## src/rtl/exception_sequencer.sv

```systemverilog
// Exception sequencer: on a request, saves PC-4 into EPC, waits for the vector
// memory read, then loads the handler byte into PC. Optional macro: EXC_DIV0_EN.
module exception_sequencer #(
  parameter int MEM_LAT = 1
) (
  input  logic        clk,
  input  logic        reset_n,
  input  logic        exc_opcode,
  input  logic        exc_overflow,
  input  logic        exc_div0,
  input  logic [31:0] pc_atual,
  input  logic [31:0] mem_data_out,
  output logic [2:0]  mux_addr,
  output logic        epc_wr,
  output logic [31:0] epc_data,
  output logic        pc_wr,
  output logic [31:0] pc_data,
  output logic [1:0]  cause,
  output logic        busy,
  output logic        exc_ack
);

  typedef enum logic [1:0] {IDLE, SAVE_EPC, WAIT, LOAD_PC} state_t;

  localparam logic [1:0] WAIT_LOAD = 2'(MEM_LAT - 1);

  state_t      state, state_next;
  logic [1:0]  wait_cnt, wait_cnt_next;
  logic [1:0]  cause_next;
  logic [2:0]  vec_code;
  logic        div0_req;
  logic [23:0] unused_mem_hi;

`ifdef EXC_DIV0_EN
  assign div0_req = exc_div0;
`else
  logic unused_div0;
  assign unused_div0 = exc_div0;
  assign div0_req    = 1'b0;
`endif

  // Only the low byte of the vector word is a handler address.
  assign unused_mem_hi = mem_data_out[31:8];

  always_ff @(posedge clk or negedge reset_n) begin
    if (!reset_n) begin
      state    <= IDLE;
      wait_cnt <= 2'd0;
      cause    <= 2'b00;
    end else begin
      state    <= state_next;
      wait_cnt <= wait_cnt_next;
      cause    <= cause_next;
    end
  end

  always_comb begin
    vec_code = 3'b000;
    case (cause)
      2'b01:   vec_code = 3'b011;
      2'b10:   vec_code = 3'b100;
      2'b11:   vec_code = 3'b101;
      default: vec_code = 3'b000;
    endcase
  end

  always_comb begin
    state_next    = state;
    wait_cnt_next = wait_cnt;
    cause_next    = cause;
    mux_addr      = 3'b000;
    epc_wr        = 1'b0;
    epc_data      = 32'd0;
    pc_wr         = 1'b0;
    pc_data       = 32'd0;
    busy          = 1'b1;
    exc_ack       = 1'b0;
    case (state)
      IDLE: begin
        busy = 1'b0;
        // Fixed priority; lower-priority simultaneous requests are dropped.
        if (exc_opcode) begin
          cause_next = 2'b01;
          state_next = SAVE_EPC;
        end else if (exc_overflow) begin
          cause_next = 2'b10;
          state_next = SAVE_EPC;
        end else if (div0_req) begin
          cause_next = 2'b11;
          state_next = SAVE_EPC;
        end
      end
      SAVE_EPC: begin
        epc_wr        = 1'b1;
        epc_data      = pc_atual - 32'd4;
        mux_addr      = vec_code;
        wait_cnt_next = WAIT_LOAD;
        state_next    = WAIT;
      end
      WAIT: begin
        mux_addr = vec_code;
        if (wait_cnt == 2'd0) begin
          state_next = LOAD_PC;
        end else begin
          wait_cnt_next = wait_cnt - 2'd1;
        end
      end
      LOAD_PC: begin
        pc_wr      = 1'b1;
        pc_data    = {24'd0, mem_data_out[7:0]};
        exc_ack    = 1'b1;
        mux_addr   = vec_code;
        state_next = IDLE;
      end
      default: state_next = IDLE;
    endcase
  end

endmodule
```

## config.mk

```make
export PLATFORM = sky130hd
export DESIGN_NAME = exception_sequencer
export DESIGN_NICKNAME = d
export VERILOG_FILES = /design/src/rtl/exception_sequencer.sv
export SDC_FILE = /design/constraint.sdc
export NUM_CORES = 1
export LEC_CHECK = 0
export CAP_MARGIN = 20
export CORE_UTILIZATION = 25
export DETAILED_ROUTE_END_ITERATION = 8
export GPL_ROUTABILITY_DRIVEN = 1
export PLACE_DENSITY_LB_ADDON = 0.1
export SLEW_MARGIN = 40
export SYNTH_ARGS = -nofsm -noshare
export SYNTH_HDL_FRONTEND = slang
export SYNTH_SLANG_ARGS = --single-unit
```

## constraint.sdc

```tcl
create_clock -name clk -period 2.55 [get_ports clk]
set_input_delay 0.51 -clock clk [delete_from_list [all_inputs] [get_ports clk]]
set_output_delay 0.51 -clock clk [all_outputs]
set_load 0.005 [all_outputs]
```

Yosys cells after proc, flatten, opt, wreduce, memory -nomap -nowiden. Index checks and enable logic that the tools add are counted.

$add $sub $neg: 2. Equal/unequal tests: 9. Muxes and demuxes: 15. Reductions and logical operators: 8.

Operator list (count): 32-bit 2-to-1 mux (1); 32-bit by 3-bit subtractor with 32-bit output, second input constant (1); 2-bit 2-to-1 mux (6); 3-bit case mux with 3 select lines (1); 2-bit equality test, second input constant (4); 8-bit 2-to-1 mux (1); 2-bit case mux with 4 select lines (1); 2-bit AND reduction (3); 2-bit by 1-bit equality test with 1-bit output, second input constant (2); 2-bit zero test (2); 2-bit != test, second input constant (2); 2-bit case mux with 2 select lines (1); 2-bit nonzero test (2); 1-bit 2-to-1 mux (3); 3-bit 2-to-1 mux (1); 3-bit != test, second input constant (1); 3-bit OR reduction (1); 2-bit by 1-bit subtractor with 2-bit output, second input constant (1).

Register bits: 6. Bits of input ports: 69. Output and inout port bits: 73. Logic and storage cells: 37.

Logic depth before layout (Yosys ltp). Gate-level depths: netlist (run 1).

Depth after elaboration: 3. Mapped depth: 7. Gate-level depth less buffers: 6.

Least setup slack after synthesis (run 1). OpenSTA, ideal clock, no wires.

Path kind: input -> output. From: input port pc_atual[2]. To: output port epc_data[28]. Data arrival time: 1852 ps. Data required time: 2040 ps. Slack: 188 ps. Stages: 7. Path through: inv_1 ha_1 nor3b_2 nand4_2 buf_2 or3_1 a21oi_1.

Word-level cells in the longest chain between the ends: 2.

Ends and longest elaborated chain: start, declared (line 11) `input logic [31:0] pc_atual,`; 32-bit by 3-bit subtractor with 32-bit output (line 95) `epc_data = pc_atual - 32'd4;`; 32-bit 2-to-1 mux (line 78) `case (state)`; end, declared (line 15) `output logic [31:0] epc_data,`.

No other way between the ends.

Worst setup path after layout (run 1).
From: input port pc_atual[22]. To: output port epc_data[31].

Same word-level chain as after synthesis.

==> results of run 1 <==
## stage by stage
stage          hold slack (ns)  utilization (%)  instance area, um^2
5_1_grt                  0.504             55.9                 2910
4_1_cts                  0.465             54.8                 2850
2_1_floorplan            0.214                -                 1460
3_5_place_dp             0.461             49.6                 2580
6_report                 0.458             55.9                 2910
3_3_place_gp             0.458             49.6                 2580
## cell usage in the layout, fill, tap and decap left out, drive strengths merged, types with 7 or more instances in the layout
| master | synthesis | routed |
|---|---|---|
| o21ai | 8 | 8 |
| nand2 | 11 | 11 |
| or3 | 8 | 8 |
| conb | 1 | 24 |
| clkdlybuf4s50 | 0 | 40 |
| a21oi | 20 | 20 |
| and2 | 10 | 10 |
| nor4 | 7 | 7 |
| inv | 9 | 9 |
| buf | 28 | 94 |
| nor2 | 16 | 16 |
| clkbuf | 4 | 12 |
| dlygate4sd2 | 0 | 10 |
| o31ai | 8 | 8 |
## logic make-up (layout without fill, tap and decap cells)
family,Yosys count,after routing,share of synthesized area [%]
flops,6,6,10.9
buf+inv,41,171,18.8
mux,4,4,2.92
compound gates,44,44,19.6
simple gates,81,81,37.6
fa+ha+maj,6,6,5.47
other cells,1,24,0.273
xor+xnor,7,7,4.47
## final cells by class
class,instances,area (um^2),area share [%]
clock buffers,3,41.3,1.42
repair buffers,159,1320,45.5
well taps,70,87.6,3.01
multi-input cells,166,1260,43.5
inverters,9,41.3,1.42
flip-flops and latches,6,150,5.16
## sequential cells by signal, indices dropped and copies added (netlist names)
| name | cells |
|---|---|
| state | 2 |
| cause | 2 |
| wait_cnt | 2 |
## worst min-delay path by stage
stage | start | endpoint | slack [ns] | cells after the start
3_5_place_dp | wait_cnt[0] | wait_cnt[0] | 0.46 | 1
4_1_cts | wait_cnt[0] | wait_cnt[0] | 0.46 | 1
3_3_place_gp | wait_cnt[0] | wait_cnt[0] | 0.46 | 1
2_1_floorplan | reset_n | cause[0] | 0.21 | 0
5_1_grt | wait_cnt[0] | wait_cnt[0] | 0.50 | 1
6_report | wait_cnt[0] | wait_cnt[0] | 0.46 | 1
## timing repair
item | in CTS | in global routing
pin swaps | 29 | 19
gates resized for setup | 186 | 42
gates cloned | 1 | 0
endpoints found under the setup margin | 28 | 20
buffers inserted | 19 | 3
## power groups by stage
stage / Combinational (W) / Clock, W / Sequential, W
2_1_floorplan: 0.000447 / 0 / 0.000157
3_3_place_gp: 0.00111 / 0 / 0.000161
3_5_place_dp: 0.00111 / 0 / 0.000164
4_1_cts: 0.00106 / 0.000153 / 0.000162
5_1_grt: 0.00117 / 0.000157 / 0.000167
6_report: 0.00106 / 0.000147 / 0.000161
## layer usage
| layer | global-route usage [%] | vias to the layer above |
|---|---|---|
| li1 | - | 937 |
| met1 | 20.3 | 815 |
| met2 | 27.9 | 83 |
| met3 | 3.95 | 8 |
| met4 | 5.19 | 0 |
| met5 | 0 | - |
==> results.toml, run 1 <==
[timing]
rsz0062_at_grt = "true"
finalSetupViolCount = 7
slew_violations = 0
period_share_pct = 103
max_freq_mhz = 381
finalHoldViolations = 0
setup_tns_ns = -0.301
setup_slack_ns = -0.0759
skew_ns = 0.00232
min_period_ns = 2.63

[global_route]
grt_pass1_vias = 1812
grt_pass1_wl_um = 8030
antenna_found_initial = 0
grt_max_degree = 18
globalRouteOverflowTotal = 0
grt_use_total_pct = 16.4

[critical_path]
cp.buffers_inverters = 4
cp_data_arrival_time_ns = 2.12
r2r_end = "state[1]"
crit_family = "simple AND/OR/NAND/NOR gates"
crit_type = "primary input to output pin"
startpoint_type = "primary input"
r2r-start = "state[0]"
crit_end = "epc_data[31]"
worst-path-stages = 8
crit_path_cell_trace = "buf_4 -> nor4_4 -> buf_4 -> nand4_4 -> buf_6 -> or4_4 -> a21oi_2 -> buf_2"
crit_path_frequent_cell = "buf_4"
crit_fanout = 6
endpoint_kind = "output pin"
cp_slowest_stage_delay_ns = 0.51
reg2reg_slack_ns = 1.20
worstSetupStartpoint = "pc_atual[22]"
slowest_stage = "or4_4"
rr_worst_depth = 6
cp.required_ns = 2.04

[synthesis]
synth_flop_cell = "dfrtp_1"
ys_ff_latch = 6
ys_types = 42
syn-mean-instance-area_um2 = 7.22
syn_area_um2 = 1370
yosysWarnings = 0
ys_async_sr_fraction_pct = 100
synth_cells = 190
yosysMostFrequentCell = "buf_4"
synth_area_leaders = "buf_4 14%, dfrtp_1 11%, a21oi_1 7.3%, ha_1 5.5%, nor4_4 4.6%"
synth_edf_count = 0
yosysTopAreaCell = "buf_4"
synthTopCellsByCount = "25 x buf_4, 20 x a21oi_1, 16 x nor2_1, 10 x and2_1, 10 x nand2_1"
synth_top_cell_area_share_pct = 13.7
seq_area_frac_synth_pct = 10.9

[finish]
fin_cells = 413
syn_to_final_growth_pct = 112
drive_gt1_share_pct = 44.0
fill_cells = 519
diodes = 0
nets = 420

[worst_hold_path]
hold_path_class = "flop to flop"

[place]
post-place-ws_ns = -0.803
dp_hpwl_um = 3470
io_buffers = 92
dpl.cell_count = 388
gp_congestion = 0.742

[die]
die_height_um = 76.1
die_area_um2 = 5790
rows = 26
core_area_um2 = 5200
initial_core_util_pct = 26.4
dieWidth_um = 76.1
num_io_pins = 142

[clocking]
clock_latency_ns = 0.23
cts.hold.buffers_added = 0
cts_root_buffer = "clkbuf_8"
htreeDepth = 1
cts_buffer_depth = 2
cts.clk_slew.worst_paths_ns = 0.04
cts.sink_count = 6
cts_buffers = 3
cts_tree = "built"

[routing]
postRouteAntennaNets = 0
wl_met3_um = 364
drcViolationCount = 0
wl_met1_um = 2080
top_layer = "met4"
via_per_inst = 4.46
first_pass_iters = 4
drtIter0Drc = 39
route.met2.wl_um = 2280
num_vias = 1843
avgRoutedWirePerCell_um = 11.7
routed_wl_um = 4810

[pwr]
p_int_w = 0.000821
swShare_pct = 39.9
ir_worst_vdd_v = 0.000542
powerDensity_nw_per_um2 = 470
p_comb_share_pct = 77.5
switching_power_w = 0.000545
p_seq_share_pct = 11.8
power_w = 0.00137
p_leak_nw = 1.32
clock_power_share_pct = 10.7

[run]
max_cap_viol_count = 0

[run_status]
status = "complete, but fails checks"
violations = "setup timing"
Power figures use the tool's default switching activity.
==> run 2: changes to the inputs <==
--- a/config.mk
+++ b/config.mk
@@ -7,8 +7,9 @@
 export LEC_CHECK = 0
 export CAP_MARGIN = 20
 export CORE_UTILIZATION = 25
+export CTS_CLUSTER_SIZE = 10
 export DETAILED_ROUTE_END_ITERATION = 8
-export GPL_ROUTABILITY_DRIVEN = 1
+export GPL_ROUTABILITY_DRIVEN = 0
 export PLACE_DENSITY_LB_ADDON = 0.1
 export SLEW_MARGIN = 40
 export SYNTH_ARGS = -nofsm -noshare
==> constraint.sdc (replaced) <==
create_clock -name clk -period 2.13 [get_ports clk]
set_input_delay 0.426 -clock clk [delete_from_list [all_inputs] [get_ports clk]]
set_output_delay 0.426 -clock clk [all_outputs]
set_load 0.005 [all_outputs]
==> results.toml, run 2 (synthesized netlist as in run 1, its figures left out) <==
[run_status]
status = "complete, but fails checks"
violations = "setup timing"

[clocking]
cts_buffer_depth = 2
cts.sink_count = 6
cts_root_buffer = "clkbuf_8"
htreeDepth = 1
cts_tree = "built"
cts.clk_slew.worst_paths_ns = 0.04
cts_buffers = 3
clock_latency_ns = 0.23

[finish]
final_common_cell = "buf_4"
fill_cells = 481
nets = 429
register_area_um2 = 150
top_regs = "cause: 2 flops, state: 2 flops, wait_cnt: 2 flops"
multi_input_area_um2 = 1420
final_util_pct = 60.4
drive_gt1_share_pct = 52.6
syn_to_final_growth_pct = 129
diodes = 0
layout_common_cells = "57 x buf_4, 31 x clkdlybuf4s50_1, 31 x buf_2"

[die]
die_height_um = 76.1
core_area_um2 = 5200
rows = 26
num_io_pins = 142
dieWidth_um = 76.1
die_area_um2 = 5790
initial_core_util_pct = 26.4

[global_route]
globalRouteOverflowTotal = 0
grt_max_degree = 14
grt_pass1_wl_um = 8420
grt_use_total_pct = 17.4
grt_pass1_vias = 1908
antenna_found_initial = 0

[critical_path]
startpoint_type = "primary input"
endpoint_kind = "output pin"
slowest_stage = "or4_4"
cp.buffers_inverters = 3
crit_path_frequent_cell = "buf_2"
crit_fanout = 5
rr_worst_depth = 7
r2r-start = "state[0]"
crit_path_cell_trace = "buf_2 -> nor4_4 -> nand4_4 -> buf_6 -> or4_4 -> a21oi_2 -> buf_2"
cp_data_arrival_time_ns = 1.99
cp.required_ns = 1.70
cp_slowest_stage_delay_ns = 0.47
crit_family = "simple AND/OR/NAND/NOR gates"
r2r_end = "wait_cnt[0]"
crit_type = "primary input to output pin"
reg2reg_slack_ns = 0.74
worst-path-stages = 7

[run]
max_cap_viol_count = 0

[pwr]
clock_power_share_pct = 9.4
p_leak_nw = 1.42
powerDensity_nw_per_um2 = 592
power_w = 0.00186
p_int_w = 0.00112
p_comb_share_pct = 80.6
ir_worst_vdd_v = 0.000590
p_seq_share_pct = 10.0
swShare_pct = 39.6
switching_power_w = 0.000738

[place]
dp_hpwl_um = 3640
io_buffers = 92
post-place-ws_ns = -1.03

[timing]
holdWs_ns = 0.452
skew_ns = 0.000614
setup_slack_ns = -0.284
period_share_pct = 113
slew_violations = 0
rsz0062_at_grt = "true"
min_period_ns = 2.41
finalSetupViolCount = 19
max_freq_mhz = 414
finalHoldViolations = 0

[worst_hold_path]
hold_path_class = "primary input to async pin"

[routing]
num_vias = 1927
avgRoutedWirePerCell_um = 12.3
first_pass_iters = 4
postRouteAntennaNets = 0
via_per_inst = 4.57
drtIter0Drc = 21
drcViolationCount = 0
routed_wl_um = 5180
-- run 2: power groups by stage --
| stage | clock, W | combinational (W) | sequential, W |
|---|---|---|---|
| floorplan | 0 | 0.000539 | 0.000188 |
| global placement | 0 | 0.00147 | 0.000182 |
| detailed placement | 0 | 0.00147 | 0.000184 |
| CTS | 0.000182 | 0.00146 | 0.000184 |
| global route | 0.000188 | 0.00164 | 0.000194 |
| finish | 0.000176 | 0.00150 | 0.000186 |
-- run 2: layout make-up --
| cell class | instances | area share, % |
|---|---|---|
| sequential | 6 | 4.78 |
| inverter | 9 | 1.39 |
| timing repair buffer | 168 | 44.7 |
| clock buffer | 3 | 1.31 |
| multi-input combinational | 166 | 45.1 |
| tap | 70 | 2.79 |
-- run 2: through the flow --
stage | setup TNS, ns | instance area [um^2] | instances
after floorplan | -0.00551 | 1480 | 213
after CTS | -4.29 | 3040 | 422
after global routing | -5.10 | 3140 | 422
after detailed placement | -22.46 | 2650 | 393
after global placement | -22.30 | 2650 | 393
final | -3.60 | 3140 | 422
-- run 2: worst max-delay path by stage --
stage	from	to	slack, ns
after floorplan	pc_atual[2]	epc_data[28]	-0.006
after global placement	pc_atual[25]	epc_data[29]	-1.01
after detailed placement	pc_atual[16]	epc_data[29]	-1.03
after CTS	pc_atual[3]	epc_data[22]	-0.34
after global routing	pc_atual[17]	epc_data[29]	-0.35
final	pc_atual[17]	epc_data[29]	-0.28
-- run 2: what timing repair did --
action | in CTS | in global routing
setup endpoints to repair | 34 | 39
hold buffers | 0 | 0
pin swaps | 33 | 19
gates resized for setup | 253 | 47
gates cloned | 1 | 0
setup buffers | 25 | 5
-- run 2: routing by layer --
metal	global-route usage (%)	part of all wire [%]	vias up	wire [um]
li1	-	-	961	-
met1	20.6	42	886	2150
met2	31.2	50	73	2590
met3	3.35	6.9	7	355
met4	5.58	1.5	0	80
met5	0	0	-	0
==> run 3: changes to the inputs <==
--- a/config.mk
+++ b/config.mk
@@ -10,7 +10,7 @@
 export CTS_CLUSTER_SIZE = 10
 export DETAILED_ROUTE_END_ITERATION = 8
 export GPL_ROUTABILITY_DRIVEN = 0
-export PLACE_DENSITY_LB_ADDON = 0.1
+export PLACE_DENSITY = 0.77
 export SLEW_MARGIN = 40
 export SYNTH_ARGS = -nofsm -noshare
 export SYNTH_HDL_FRONTEND = slang
==> results.toml, run 3 (synthesized netlist as in run 1, its figures left out) <==
[global_route]
grt_use_total_pct = 19.7
grt_pass1_vias = 2026
antenna_found_initial = 0
globalRouteOverflowTotal = 0
grt_pass1_wl_um = 9360
grt_max_degree = 15
busiest_layer = "met2"
groute.layer.met2.usage_pct = 39.1
grt_use_met3_pct = 4.79
use_met1_pct = 18.7

[clocking]
cts_tree = "built"
clock_latency_ns = 0.22
cts.sink_count = 6
htreeDepth = 1
cts_buffer_depth = 2
cts_buffers = 3
cts_root_buffer = "clkbuf_8"
cts.hold.buffers_added = 0
cts.clk_slew.worst_paths_ns = 0.04

[timing]
finalSetupViolCount = 23
rsz0062_at_grt = "true"
setup_tns_ns = -5.55
finalHoldViolations = 0
skew_ns = 0.00141
setup_slack_ns = -0.355
period_share_pct = 117
max_freq_mhz = 402
slew_violations = 0
min_period_ns = 2.49

[critical_path]
r2r-start = "state[0]"
crit_path_frequent_cell = "buf_6"
cp.buffers_inverters = 6
cp.required_ns = 1.70
endpoint_kind = "output pin"
crit_path_cell_trace = "buf_8 -> inv_4 -> ha_4 -> nor3b_4 -> buf_6 -> nand4_4 -> buf_6 -> buf_6 -> or3_4 -> a21oi_2 -> buf_2"
crit_fanout = 4
cp_slowest_stage_delay_ns = 0.32
r2r_end = "state[0]"
crit_family = "buffers and inverters"
startpoint_type = "primary input"
reg2reg_slack_ns = 0.67
rr_worst_depth = 6
cp_data_arrival_time_ns = 2.06
crit_type = "primary input to output pin"
slowest_stage = "or3_4"

[pwr]
ir_worst_vdd_v = 0.000616
p_leak_nw = 1.48
powerDensity_nw_per_um2 = 577

[finish]
top_regs = "cause: 2 flops, state: 2 flops, wait_cnt: 2 flops"
nets = 435
final_util_pct = 61.8
diodes = 0
layout_common_cells = "53 x buf_4, 33 x clkdlybuf4s50_1, 31 x buf_6"
syn_to_final_growth_pct = 134
final_common_cell = "buf_4"
drive_gt1_share_pct = 52.5

[place]
dp_hpwl_um = 3690
post-place-ws_ns = -1.09
io_buffers = 92

[run_status]
status = "complete, but fails checks"
violations = "setup timing"

[die]
initial_core_util_pct = 26.4
die_area_um2 = 5790
dieWidth_um = 76.1
rows = 26
num_io_pins = 142
core_area_um2 = 5200
die_height_um = 76.1

[routing]
first_pass_iters = 4
postRouteAntennaNets = 0
via_per_inst = 4.78
drtIter0Drc = 55
num_vias = 2047
avgRoutedWirePerCell_um = 14.7
drcViolationCount = 0
routed_wl_um = 6310

[run]
max_cap_viol_count = 0

[worst_hold_path]
hold_path_class = "primary input to async pin"
==> run 3: cell type report <==
class	instances	area, um^2
Fill cell	422	1990
Timing Repair Buffer	174	1510
Multi-Input combinational cell	166	1380
Sequential cell	6	150
Tap cell	70	87.6
Clock buffer	3	41.3
Inverter	9	41.3
==> run 3: layer usage <==
layer  part of all wire (%)  routed length [um]  vias up
met1                     35                2180      947
met3                    7.9                 499       23
li1                       -                   -      967
met2                     54                3400      110
met4                    3.7                 235        0
met5                      0                   0        -
==> run 3: how the worst max path moves through the flow <==
stage	startpoint	depth (start not counted)	slack, ns	end
finish	pc_atual[3]	11	-0.36	epc_data[22]
CTS	pc_atual[3]	10	-0.34	epc_data[26]
floorplan	pc_atual[2]	7	-0.006	epc_data[28]
global route	pc_atual[17]	8	-0.41	epc_data[30]
global placement	pc_atual[24]	6	-1.12	epc_data[29]
detailed placement	pc_atual[3]	9	-1.09	epc_data[26]
==> run 3: per-stage QoR <==
step | hold slack (ns) | instance area (um^2) | total power [W] | std cells
5_1_grt | 0.461 | 3210 | 0.00198 | 428
3_5_place_dp | 0.471 | 2600 | 0.00161 | 389
4_1_cts | 0.447 | 3100 | 0.00179 | 428
3_3_place_gp | 0.458 | 2600 | 0.00159 | 389
6_report | 0.439 | 3210 | 0.00185 | 428
2_1_floorplan | 0.130 | 1480 | 0.000727 | 213
==> run 3: report_power, final <==
part	switching, W	internal, W	total, W
logic	0.000672	0.000821	0.00149
clock network	0.0000519	0.000122	0.000174
registers	0.0000309	0.000156	0.000187
total	0.000755	0.00110	0.00185
==> run 3: what timing repair did <==
action | in CTS | in global routing
pin swaps | 41 | 29
setup endpoints to repair | 34 | 35
resized for setup | 266 | 43
setup buffers | 36 | 5
